--- src/rtl/find_first_one_pkg.sv ---
// Shared constants for the find_first_one block: default operand and chunk widths and the
// controller state encoding. Imported by the RTL and by the testbench so both agree on
// the same defaults.
package find_first_one_pkg;

  localparam int unsigned DefWidth = 1024;
  localparam int unsigned DefChunk = 64;

  typedef enum logic [1:0] {
    StIdle = 2'd0,
    StScan = 2'd1,
    StDone = 2'd2
  } state_e;

endpackage

--- src/rtl/find_first_one_if.sv ---
// Operand/result handshake bundle for find_first_one.
//   in_valid/in_ready/A          : operand channel (producer -> block)
//   out_valid/out_ready/index/zero: result channel (block -> consumer)
// master: producer/consumer side; slave: the search block.
interface find_first_one_if #(
  parameter int unsigned WIDTH = find_first_one_pkg::DefWidth
) ();

  localparam int unsigned IdxW = (WIDTH > 1) ? $clog2(WIDTH) : 1;

  logic             in_valid;
  logic             in_ready;
  logic [WIDTH-1:0] A;
  logic             out_valid;
  logic             out_ready;
  logic [IdxW-1:0]  index;
  logic             zero;

  modport master (
    output in_valid,
    input  in_ready,
    output A,
    input  out_valid,
    output out_ready,
    input  index,
    input  zero
  );

  modport slave (
    input  in_valid,
    output in_ready,
    input  A,
    output out_valid,
    input  out_ready,
    output index,
    output zero
  );

endinterface

--- src/rtl/find_first_one_chunk_lead_one.sv ---
// chunk_lead_one: combinational highest-set-bit finder for one chunk.
//   d   : CHUNK-bit chunk to examine
//   any : at least one bit of d is set
//   pos : position of the highest set bit of d (0 when d is zero)
module chunk_lead_one #(
  parameter int unsigned CHUNK = find_first_one_pkg::DefChunk,
  localparam int unsigned PosW = (CHUNK > 1) ? $clog2(CHUNK) : 1
) (
  input  logic [CHUNK-1:0] d,
  output logic             any,
  output logic [PosW-1:0]  pos
);

  // Ascending scan: the last hit seen is the highest set bit.
  always_comb begin
    any = 1'b0;
    pos = '0;
    for (int i = 0; i < CHUNK; i++) begin
      if (d[i]) begin
        any = 1'b1;
        pos = PosW'(i);
      end
    end
  end

endmodule

--- src/rtl/find_first_one.sv ---
// find_first_one: multi-cycle leading-one search over a WIDTH-bit operand, CHUNK bits per cycle,
// starting at the most significant chunk.
//   clk : clock, rising edge
//   rst : synchronous active-high reset
//   bus : find_first_one_if.slave (operand in, index/zero result out)
// Latency from the accepting edge to out_valid equals the number of chunks examined.
module find_first_one
  import find_first_one_pkg::*;
#(
  parameter int unsigned WIDTH = DefWidth,
  parameter int unsigned CHUNK = DefChunk
) (
  input logic             clk,
  input logic             rst,
  find_first_one_if.slave bus
);

  localparam int unsigned NumChunks = WIDTH / CHUNK;
  localparam int unsigned PtrW      = (NumChunks > 1) ? $clog2(NumChunks) : 1;
  localparam int unsigned IdxW      = (WIDTH > 1) ? $clog2(WIDTH) : 1;
  localparam int unsigned PosW      = (CHUNK > 1) ? $clog2(CHUNK) : 1;
  localparam logic [PtrW-1:0] LastPtr = PtrW'(NumChunks - 1);

  state_e           state_q;
  logic [WIDTH-1:0] a_q;
  logic [PtrW-1:0]  ptr_q;
  logic [IdxW-1:0]  index_q;
  logic             zero_q;

  logic [CHUNK-1:0] chunk;
  logic             chunk_any;
  logic [PosW-1:0]  chunk_pos;
  logic [IdxW-1:0]  hit_index;

  // Only the registered operand is searched, so A may change freely once accepted.
  assign chunk = a_q[ptr_q*CHUNK +: CHUNK];

  chunk_lead_one #(
    .CHUNK(CHUNK)
  ) u_lead (
    .d  (chunk),
    .any(chunk_any),
    .pos(chunk_pos)
  );

  assign hit_index = IdxW'(ptr_q) * IdxW'(CHUNK) + IdxW'(chunk_pos);

  always_ff @(posedge clk) begin
    if (rst) begin
      state_q <= StIdle;
      a_q     <= '0;
      ptr_q   <= LastPtr;
      index_q <= '0;
      zero_q  <= 1'b0;
    end else begin
      unique case (state_q)
        StIdle: begin
          if (bus.in_valid) begin
            a_q     <= bus.A;
            ptr_q   <= LastPtr;
            state_q <= StScan;
          end
        end
        StScan: begin
          if (chunk_any) begin
            index_q <= hit_index;
            zero_q  <= 1'b0;
            state_q <= StDone;
          end else if (ptr_q == '0) begin
            index_q <= '0;
            zero_q  <= 1'b1;
            state_q <= StDone;
          end else begin
            ptr_q <= ptr_q - 1'b1;
          end
        end
        StDone: begin
          // Return to idle only; a new operand is taken on a later edge.
          if (bus.out_ready) begin
            state_q <= StIdle;
          end
        end
        default: state_q <= StIdle;
      endcase
    end
  end

  // Handshake flags decode straight from the state register.
  assign bus.in_ready  = (state_q == StIdle);
  assign bus.out_valid = (state_q == StDone);
  assign bus.index     = index_q;
  assign bus.zero      = zero_q;

endmodule

--- src/flat_wrapper.sv ---
// flat-port wrapper written by rule: the top's interface ports become plain ports
module find_first_one_flat import find_first_one_pkg::*;
#(
  parameter int unsigned WIDTH = DefWidth,
  parameter int unsigned CHUNK = DefChunk
)
  (clk, rst, bus_in_valid, bus_in_ready, bus_A, bus_out_valid, bus_out_ready, bus_index, bus_zero);
  find_first_one_if #(.WIDTH(WIDTH)) bus_i ();
  input logic clk;
  input logic rst;
  input wire logic [$bits(bus_i.in_valid)-1:0] bus_in_valid;
  output wire logic [$bits(bus_i.in_ready)-1:0] bus_in_ready;
  input wire logic [$bits(bus_i.A)-1:0] bus_A;
  output wire logic [$bits(bus_i.out_valid)-1:0] bus_out_valid;
  input wire logic [$bits(bus_i.out_ready)-1:0] bus_out_ready;
  output wire logic [$bits(bus_i.index)-1:0] bus_index;
  output wire logic [$bits(bus_i.zero)-1:0] bus_zero;
  assign bus_i.in_valid = bus_in_valid;
  assign bus_in_ready = bus_i.in_ready;
  assign bus_i.A = bus_A;
  assign bus_out_valid = bus_i.out_valid;
  assign bus_i.out_ready = bus_out_ready;
  assign bus_index = bus_i.index;
  assign bus_zero = bus_i.zero;
  find_first_one #(.WIDTH(WIDTH), .CHUNK(CHUNK)) u_core (.clk(clk), .rst(rst), .bus(bus_i));
endmodule
--- config.mk ---
export PLATFORM = sky130hd
export DESIGN_NAME = find_first_one_flat
export DESIGN_NICKNAME = d
export VERILOG_FILES = /design/src/rtl/find_first_one_pkg.sv /design/src/rtl/find_first_one_if.sv /design/src/rtl/find_first_one_chunk_lead_one.sv /design/src/rtl/find_first_one.sv /design/src/flat_wrapper.sv
export SDC_FILE = /design/constraint.sdc
export NUM_CORES = 2
export LEC_CHECK = 0
export BUFFER_PORTS_ARGS = -buffer_cell sky130_fd_sc_hd__buf_2
export CORE_AREA = 3 3 400 402
export DETAILED_ROUTE_END_ITERATION = 8
export DIE_AREA = 0 0 403 405
export SETUP_SLACK_MARGIN = 0.2
export SLEW_MARGIN = 10
export SYNTH_ARGS = -nofsm -noshare
export SYNTH_HDL_FRONTEND = slang
export SYNTH_HIERARCHICAL = 1
export SYNTH_SLANG_ARGS = --single-unit
--- constraint.sdc ---
create_clock -name clk -period 6.55 [get_ports clk]
set_clock_uncertainty 0.1 [all_clocks]
set_input_delay 1.31 -clock clk [delete_from_list [all_inputs] [get_ports clk]]
set_output_delay 1.31 -clock clk [all_outputs]
set_load 0.02 [all_outputs]
# Yosys cells after proc, flatten, opt, wreduce, memory -nomap -nowiden
# Cells that the tools add are included.
# op_classes
add_sub_neg	2
n_eq_ne	7
n_shift	1
muxes	140
reduce_logical	8
# op_table
operator	n
$shiftx 1024x11->64	1
$mux 6	62
$mux 1	67
$mux 10	2
$mux 4	3
$add 10x6->10	1
$mux 2	4
$pmux 4 s2	1
$ne 2x2->1 const B	3
$pmux 2 s3	1
$logic_not 4->1	1
$reduce_and 2->1	2
$reduce_and 4->1	1
$reduce_bool 2->1	2
$sub 4x1->4 const B	1
$ne 3x1->1 const B	1
$reduce_and 3->1	1
$eq 2x1->1 const B	1
$eq 2x2->1 const B	1
$logic_not 2->1	1
$ne 2x1->1 const B	1
# word_totals
register_bits	1041
input_bits	1028
out_inout_bits	13
wordCells	163

# Logic depth before layout (Yosys ltp)
# depth
depth_word	67
ltp_mapped	17
mapped_depth_nobuf	13

# Cells and area by module
# The synthesis kept the hierarchy.
# by_module_without_submodules
module	n_inst	cells_each	area_each_um2	seq_area_each_um2
find_first_one	1	5341	43840.8	20840.0
chunk_lead_one	1	143	827.0	0.0

# Least setup slack after synthesis
# OpenSTA, ideal clock, no wires.
# synth_timing
path_type	register to register
start	register u_core.ptr_q[0]
end	register u_core.index_q[1], in the netlist u_core/bus.index[1]
setup_ns	0.065
arrival_ns	3.398
required_time_ns	6.385
setup_slack_ns	2.987
path_stages_with_launch	15
n_path_buf	3
period_less_slack_ns	3.563
cell_sequence	dfxtp_1 > buf_4 > buf_2 > mux4_2 > a22oi_1 > nand2_1 > nor4_4 > nand3_2 > nor2_1 > nand2_1 > or4_1 > o21ai_0 > buf_2 > a22oi_1 > nor2_1
# synth_between
elab_cells_between_ends	133
classes_between	add/sub: 1; shift: 1; mux: 128; reduce/logical: 3
# synth_lines
element	line	source
start, declared	find_first_one.sv:26	logic [PtrW-1:0] ptr_q;
start signal, assigned	find_first_one.sv:52	ptr_q <= LastPtr;
start signal, assigned	find_first_one.sv:60	ptr_q <= LastPtr;
start signal, assigned	find_first_one.sv:74	ptr_q <= ptr_q - 1'b1;
$shiftx 1024x11->64 (*)	find_first_one.sv:36	assign chunk = a_q[ptr_q*CHUNK +: CHUNK];
named net u_core.chunk[48]	find_first_one.sv:30	logic [CHUNK-1:0] chunk;
$mux 1 (*) (16 in a row)	find_first_one_chunk_lead_one.sv:19	if (d[i]) begin
named net u_core.chunk_any	find_first_one.sv:31	logic chunk_any;
$reduce_bool 2->1 (no line)	n/a	
$reduce_and 2->1 (no line)	n/a	
end signal, assigned	find_first_one.sv:66	index_q <= hit_index;
end, declared	find_first_one.sv:27	logic [IdxW-1:0] index_q;
# Mark *: on every way through the listed nets, which the timed path passes. The rest lies on a longest branch.
# A chain may end at the register's enable or synchronous reset.

# Final worst setup path
# layout_timing
start	register u_core.ptr_q[0]
end	register u_core.index_q[0], in the netlist u_core/bus.index[0]
# layout_between
elab_cells_between_ends	133
classes_between	add/sub: 1; shift: 1; mux: 128; reduce/logical: 3
# layout_lines
element	line
$shiftx 1024x11->64 (*)	find_first_one.sv:36
named net u_core.chunk[42]	find_first_one.sv:30
$mux 1 (*) (22 in a row)	find_first_one_chunk_lead_one.sv:19
named net u_core.chunk_any	find_first_one.sv:31
$reduce_bool 2->1 (no line)	n/a
$reduce_and 2->1 (no line)	n/a
# Marked as above.

==> metrics <==
Worst EP required=7.08 ns; Inserted Clock Buffers=115; H-Tree Depth=3; share of the synthesized area in the top cell type=0.467; worst hold margin=0.351 ns; Num Clock Sinks=1041; Post-Place Cell Area=51000 sq um; Root Buffer Master=clkbuf_16; syn avg cell area=8.15 sq um; Final setup viols=0; TNS Setup=0 ns; largest area contributor in the netlist=dfxtp_1; Syn Inst Count=5484; chip height=405 microns; PortBufs=1040; crit path capture type=flop; Power Dens Cells=284 nW/um^2; clock latency on the worst-skew pair=0.74 ns; DR vias/cell=5.09; drt first pass iters=7; RSZ-0062 raised after global routing=no; Top FF cell, synth=dfxtp_1; commonest cells in the netlist=nand2_1, a21oi_1, dfxtp_1; clock-pin slew on the worst setup and hold paths=0.06 ns; peak supply drop=0.211 mV; WL/cell=25.9 microns; core area=156000 sq um; vias in the first global route=41.4k; IO Pins=1041; Die Area=163000 sq um; final instance area=55000 sq um; post-synthesis sequential area ratio=0.467; synth warn=6; P&R area growth vs syn=23.1%; Max FO, Critical Path=38; fraction of layout cells with a size suffix above 1=0.230; Unique masters post-synth=51; Nets=7292; Tot Pwr=15.6 mW; Critical Path Start Type=flop; maximum clock rate=165 MHz; DR iter-0 viols=3817; CTS tree=yes; GRT Total Usage=0.255; Tmin final=6.05 ns; aggregate routed wire length=218000 microns; first-pass GRT wire length=298000 microns; R2R cell count=12; leakage=24.0 nW; Routed Antenna Nets=0; Seq cells post-synth=1041; worst-margin pin slew=1.05 ns; fin crit share=0.924; # DRC=0; postcts setup bufs=0; asr flop ratio synth=0; total gr overflow=0; Placer Congestion=0.929; hold crit path type=flop to flop; most common cell in the netlist=nand2_1; Post-synth EDFFs=0; Worst EP arrival=6.58 ns; MaxCap Viol Count=0; # hold bufs at CTS=0; Area contributors post-synth=dfxtp_1, nand2_1, a21oi_1; Row Count=145; Min-Delay Path Depth=2; max-slew violation total from the final report=0; Initial Util=0.286; worst setup path class=flop to flop; Final Hold Viols=0; largest net degree at the start of global routing=205; Die X=403 microns; syn_nets=6513; synthesized area=44700 sq um; Slew HR=0.301; CTS Buffer Depth=3; fin util=0.352; hpwl dp=172000 microns; status=completed; total number of vias=43.0k; initial antenna violation count=98; cts repair resizes=0
-- metrics by stage --
| step | std cells | setup WS (ns) |
|---|---|---|
| final | 8445 | 0.500 |
| after global routing | 8432 | 0.291 |
| after CTS | 8418 | 0.635 |
| after detailed placement | 8204 | 0.644 |
| after global placement | 8204 | 0.515 |
| after floorplan | 5484 | 2.99 |
-- layout by cell type (no fill, tap or decap), drive strengths merged, types with 48 or more instances in the layout --
master / synthesis / final
nand2: 2125 / 2125
buf: 250 / 1115
a21oi: 1041 / 1041
dfxtp: 1041 / 1041
mux2i: 257 / 257
a22oi: 202 / 202
clkbuf: 203 / 166
mux4: 128 / 128
nand3: 72 / 72
nor2: 48 / 48
-- critical path: stages (launching register included) --
cell	delay (ns)
dfxtp_4	0.95
buf_4	0.58
mux4_2	0.63
a22oi_1	0.61
nand2_1	0.25
nor4_1	0.49
nand2_1	0.16
nor2_2	0.19
nand2_1	0.13
or4_1	0.65
o21ai_1	0.75
a22oi_1	0.24
nor2_1	0.18
-- registers in the layout (all words and copies together) (netlist names) --
register / cells
u_core/bus.zero: 1
u_core/bus.index: 10
u_core/a_q: 1024
u_core/state_q: 2
u_core/ptr_q: 4
-- per-layer routing --
metal | global-route usage | vias to the layer above | share of wire
met5 | 0 | - | 0.0021
met4 | 0.118 | 68 | 0.051
met3 | 0.0550 | 442 | 0.070
met2 | 0.454 | 1766 | 0.50
met1 | 0.291 | 20600 | 0.37
li1 | - | 20100 | -
-- cells by family after synthesis --
group / count (synthesis) / synth area share
simple gates: 2297 / 0.199
compound gates: 1289 / 0.158
flops: 1041 / 0.467
buf+inv: 471 / 0.0537
mux: 385 / 0.122
fa+ha+maj: 1 / 0.000280
-- path summary, 6_finish.rpt --
path	startpoint	to	slack (ns)
hold / removal	u_core/a_q[295]	u_core/a_q[295]	0.35
hold reg to reg	u_core/a_q[295]	u_core/a_q[295]	0.35
setup / recovery	u_core/ptr_q[0]	u_core/bus.index[0]	0.50
setup reg to reg	u_core/ptr_q[0]	u_core/bus.index[0]	0.50
-- power breakdown --
part / leakage (nW) / internal [mW] / switching, mW
clock: 1.91 / 3.85 / 2.79
sequential: 8.55 / 6.75 / 0.261
combinational: 13.6 / 0.709 / 1.29
-- final cells by class --
| cell class | instances | area (sq um) |
|---|---|---|
| Multi-Input combinational cell | 3972 | 21500 |
| Antenna cell | 27 | 67.6 |
| Clock inverter | 48 | 519 |
| Inverter | 18 | 67.6 |
| Clock buffer | 166 | 3390 |
| Sequential cell | 1041 | 20800 |
| Fill cell | 16500 | 101000 |
| Tap cell | 2058 | 2570 |
| Timing Repair Buffer | 1115 | 6050 |
(Power assumes the default switching activity.)
